## config.mk

```make
export PLATFORM = sky130hd
export DESIGN_NAME = alnsft_pipe
export DESIGN_NICKNAME = d
export VERILOG_FILES = /design/src/rtl/alnsft_pipe.sv
export SDC_FILE = /design/constraint.sdc
export NUM_CORES = 1
export LEC_CHECK = 0
export ABC_AREA = 1
export BUFFER_PORTS_ARGS = -buffer_cell sky130_fd_sc_hd__buf_4
export CAP_MARGIN = 10
export CORE_MARGIN = 8
export CORE_UTILIZATION = 35
export DETAILED_ROUTE_END_ITERATION = 10
export MAX_ROUTING_LAYER = met4
export PLACE_DENSITY = 0.55
export SLEW_MARGIN = 20
export SYNTH_ARGS = -nofsm -noshare
export SYNTH_HDL_FRONTEND = slang
export SYNTH_SLANG_ARGS = --single-unit
export TNS_END_PERCENT = 30
```

## constraint.sdc

```tcl
create_clock -name clk -period 15.4 [get_ports clk]
set_input_delay 1.54 -clock clk [delete_from_list [all_inputs] [get_ports clk]]
set_output_delay 1.54 -clock clk [all_outputs]
set_load 0.05 [all_outputs]
```

## src/rtl/alnsft_pipe.sv

```systemverilog
// Purpose: per-lane right-shift alignment of LANES fractions, with a per-lane sticky bit and a tag sideband.
// Latency: STAGES cycles from input transfer to out_valid. Throughput is 1 transaction per cycle.
// Backpressure: out_ready stalls ripple combinationally back to in_ready, and empty stages (bubbles) collapse.
// Ports: clk; reset (synchronous, active-low); flush (drops everything in flight);
//        in_valid/in_ready/in_tag/acc/sft (lane k fraction at acc[k*W +: W], amount at sft[k*SW +: SW]);
//        out_valid/out_ready/out_tag/aln (lane k result at aln[k*(W+1) +: W+1]).
// Build option: ALNSFT_STICKY_EN. When defined, the LSB of each lane result is the OR of the bits
//               shifted out. When undefined, that LSB is tied to 0 and no OR tree is built.
module alnsft_pipe #(
  parameter int LANES  = 4,
  parameter int W      = 48,
  parameter int SW     = 6,
  parameter int STAGES = 2,
  parameter int TAGW   = 4
) (
  input  logic                    clk,
  input  logic                    reset,
  input  logic                    flush,
  input  logic                    in_valid,
  output logic                    in_ready,
  input  logic [TAGW-1:0]         in_tag,
  input  logic [LANES*W-1:0]      acc,
  input  logic [LANES*SW-1:0]     sft,
  output logic                    out_valid,
  input  logic                    out_ready,
  output logic [TAGW-1:0]         out_tag,
  output logic [LANES*(W+1)-1:0]  aln
);

  localparam int AW = W + 1;

  // The full shift is resolved ahead of stage 1. Later stages only carry the result,
  // which keeps every stage identical and lets the handshake logic stay generic.
  // A shift count of W or more yields 0 from the shift, and the mask becomes all ones,
  // so the over-shift case needs no special handling.
  logic [LANES*AW-1:0] res;

  always_comb begin
    res = '0;
    for (int k = 0; k < LANES; k++) begin
      res[k*AW+1 +: W] = acc[k*W +: W] >> sft[k*SW +: SW];
`ifdef ALNSFT_STICKY_EN
      res[k*AW] = |(acc[k*W +: W] & ~({W{1'b1}} << sft[k*SW +: SW]));
`endif
    end
  end

  logic [STAGES-1:0]   vld;
  logic [STAGES-1:0]   rdy;   // stage is empty, or its content leaves this cycle
  logic [TAGW-1:0]     tag_q [STAGES];
  logic [LANES*AW-1:0] dat_q [STAGES];

  // Ready chain, walked from the output back to the input.
  always_comb begin
    logic nxt;
    rdy = '0;
    nxt = out_ready;
    for (int i = STAGES - 1; i >= 0; i--) begin
      nxt    = !vld[i] || nxt;
      rdy[i] = nxt;
    end
  end

  assign in_ready = reset && rdy[0];

  always_ff @(posedge clk) begin
    if (!reset) begin
      vld <= '0;
    end else if (flush) begin
      vld <= '0;
    end else begin
      if (rdy[0]) vld[0] <= in_valid;
      for (int i = 1; i < STAGES; i++) begin
        if (rdy[i]) vld[i] <= vld[i-1];
      end
    end
  end

  // Payload registers have no reset. They only change when a valid entry is loaded into them.
  always_ff @(posedge clk) begin
    if (reset && !flush) begin
      if (rdy[0] && in_valid) begin
        tag_q[0] <= in_tag;
        dat_q[0] <= res;
      end
      for (int i = 1; i < STAGES; i++) begin
        if (rdy[i] && vld[i-1]) begin
          tag_q[i] <= tag_q[i-1];
          dat_q[i] <= dat_q[i-1];
        end
      end
    end
  end

  assign out_valid = vld[STAGES-1];
  assign out_tag   = tag_q[STAGES-1];
  assign aln       = dat_q[STAGES-1];

endmodule

```

==> impl_metrics.py <==
metrics = {
    "grt": {
        "grt_usage_pct": 19.96,
        "gr-total-overflow": 0,
        "grt_pass1_wl_mm": 127.5,
        "grt_antenna_before_repair": 4,
        "grt_pass1_vias": 21010,
        "grt_max_degree": 140,
    },
    "timing": {
        "slew_headroom_pct": 30.48,
        "finalSetupViolations": 0,
        "rsz0062_at_grt": "no",
        "holdWs_ns": 0.3999,
        "fin_skew_ns": 0.02205,
        "min_period_ns": 3.911,
        "slew_violations": 0,
        "worstMarginPinSlew_ns": 1.043,
        "finalCritPeriodShare_pct": 25.39,
        "hold_viol": 0,
        "fmax_ghz": 0.2557,
    },
    "worst_setup_path": {
        "r2r-start": "vld[1]",
        "end_kind": "output port",
        "crit_type": "input port to output port",
        "crit_start": "out_ready",
        "cp.arrival_ns": 2.37,
        "critPathTopFamily": "buffers and inverters",
        "path_buf_inv": 5,
        "cp_slowest_cell": "buf_4",
        "cp_common_cell": "inv_1",
        "worst-path-stages": 8,
        "required_ns": 13.86,
        "worst_r2r_endpoint": "dat_q[0][111]",
        "reg2reg_depth": 7,
        "slowest_delay_ns": 0.18,
        "cp_cell_sequence": "buf_4 -> nor2_1 -> inv_1 -> nor2_1 -> inv_1 -> nand2_1 -> inv_1 -> buf_4",
        "rrSetupSlack_ns": 12.81,
        "cp_max_fo": 2,
        "worstSetupStartpointType": "input port",
    },
    "floorplan": {
        "fp.dieW_um": 285.6,
        "io_pins": 427,
        "fp.dieH_um": 285.6,
        "rows": 99,
        "initial_core_util_pct": 35.11,
        "core_um2": 72460,
        "dieArea_um2": 81570,
    },
    "clock_network": {
        "postCtsSetupBuffers": 0,
        "cts_sinks": 394,
        "h-tree-depth": 2,
        "clk_path_buf_depth": 3,
        "cts_tree": "built",
        "cts_root_buf": "clkbuf_16",
        "clock_latency_ns": 0.58,
        "numCtsBuffers": 44,
        "cts_resized": 0,
        "cts_hold_buffers": 0,
        "clk_pin_slew_worst_paths_ns": 0.08,
    },
    "drt": {
        "wl_per_cell_um": 20.01,
        "antenna_left": 0,
        "dr.pass1.iters": 7,
        "drc": 0,
        "vias": 22400,
        "drt-total-wl_mm": 83.58,
        "maxUsedRoutingLayer": "met4",
        "wl_met1_mm": 38.38,
        "wl_met3_mm": 5.579,
        "dr_wl_met2_mm": 38.18,
        "routed_via_density": 5.362,
        "drtIter0Drc": 2141,
    },
    "pwr": {
        "ir_drop_mv": 0.07153,
        "p_leak_nw": 11.92,
        "power.density_nw_per_um2": 96.66,
        "p_total_w": 0.002761,
    },
    "place": {
        "port_buffers": 422,
        "gp_congestion": 0.9402,
        "dp_hpwl_mm": 60.94,
    },
    "cells_and_area": {
        "area_growth_pct": 12.27,
        "final_common_cell": "nand3_1",
        "final_cell_mix": "1101 x nand3_1, 833 x nand2_1, 434 x buf_4",
        "nets": 3408,
        "drive_gt1_share_pct": 18.81,
    },
    "synthesis": {
        "syn_avg_cell_area_um2": 8.131,
        "syn_area_um2": 25440,
        "ys.warnings.count": 0,
        "ys_ff_latch": 394,
        "synthCells": 3129,
        "yosysSeqAreaShare_pct": 46.42,
        "synth_cell_type_count": 29,
    },
    "hold_path": {
        "holdPathStages": 0,
        "whs_endpoint": "dat_q[0][332]",
        "hp-start": "dat_q[0][136]",
        "worst_hold_path_type": "flop to flop",
    },
    "run_status": {
        "outcome": "finished clean",
    },
    "job": {
        "cap_violations": 0,
    },
}
-- sequential cells by signal, indices dropped and copies added, names as in the netlist --
signal  cells
dat_q     384
tag_q       8
vld         2
-- cells by family after synthesis --
logic type,after synthesis,synth area share (%)
flops,394,46.42
buf+inv,476,11.59
compound gates,93,1.884
other cells,1,0.01474
simple gates,2165,40.09
-- where the power goes --
part           switching (W)  internal [W]  total, W
clock network       0.000430      0.000585   0.00101
registers         0.00000871       0.00121   0.00122
logic               0.000363      0.000163  0.000525
-- layout make-up --
class / instances / area (um^2)
timing repair buffer: 435 / 3278
clock inverter: 23 / 240.2
fill: 7467 / 43900
sequential: 394 / 11810
antenna: 2 / 5.005
inverter: 46 / 180.2
tap: 959 / 1200
clock buffer: 56 / 1146
multi-input combinational: 2262 / 10700
-- worst reg2reg max path, delay by kind of cell, from the launching register on --
family        cells  cell delay [ns]
buf+inv           4             1.59
flops             1             0.31
simple gates      3             0.30
-- layer usage --
metal  vias up  global-route usage, %
li1      10880                      -
met1     10560                  27.89
met2       873                  30.33
met3        84                  3.546
met4         0                  4.096
met5         -                      -
-- metrics by stage --
step           setup WS, ns  cell area (um^2)  std cells  util [%]  setup TNS [ns]
5_1_grt               11.39             28560       4177     39.42               0
4_1_cts               11.48             28560       4175     39.41               0
2_1_floorplan       -0.5330             25450       3132         -         -208.92
3_5_place_dp          11.44             27170       4096     37.50               0
6_report              11.49             28560       4177     39.42               0
3_3_place_gp          11.43             27170       4096     37.50               0
-- synth_stat cells --
cell type	number	share of area [%]
o21ai_1	10	0.20
nand2_4	18	0.80
nor2_1	64	0.94
a21oi_2	1	0.034
and3_1	9	0.22
nand2_1	833	12
nor3_1	10	0.20
o211ai_1	4	0.12
buf_4	224	6.6
nand4_1	33	0.81
conb_1	1	0.015
dfxtp_1	2	0.16
buf_2	77	1.5
o21ai_0	11	0.22
buf_12	6	0.47
buf_1	34	0.50
inv_4	3	0.074
nand3_1	1101	22
edfxtp_1	392	46
inv_1	29	0.43
clkinv_1	5	0.074
clkbuf_1	73	1.1
and2_1	4	0.098
nor4_1	18	0.44
inv_2	9	0.13
buf_6	16	0.71
a21oi_1	67	1.3
nand2_2	22	0.54
nand3_2	53	2.1
-- how the worst max path moves through the flow --
stage | end | slack [ns]
global placement | in_ready | 11.43
CTS | in_ready | 11.48
finish | in_ready | 11.49
floorplan | dat_q[0][100] | -0.53
global route | in_ready | 11.39
detailed placement | dat_q[0][361] | 11.44
Note: power is estimated with default switching activity, not from simulation.
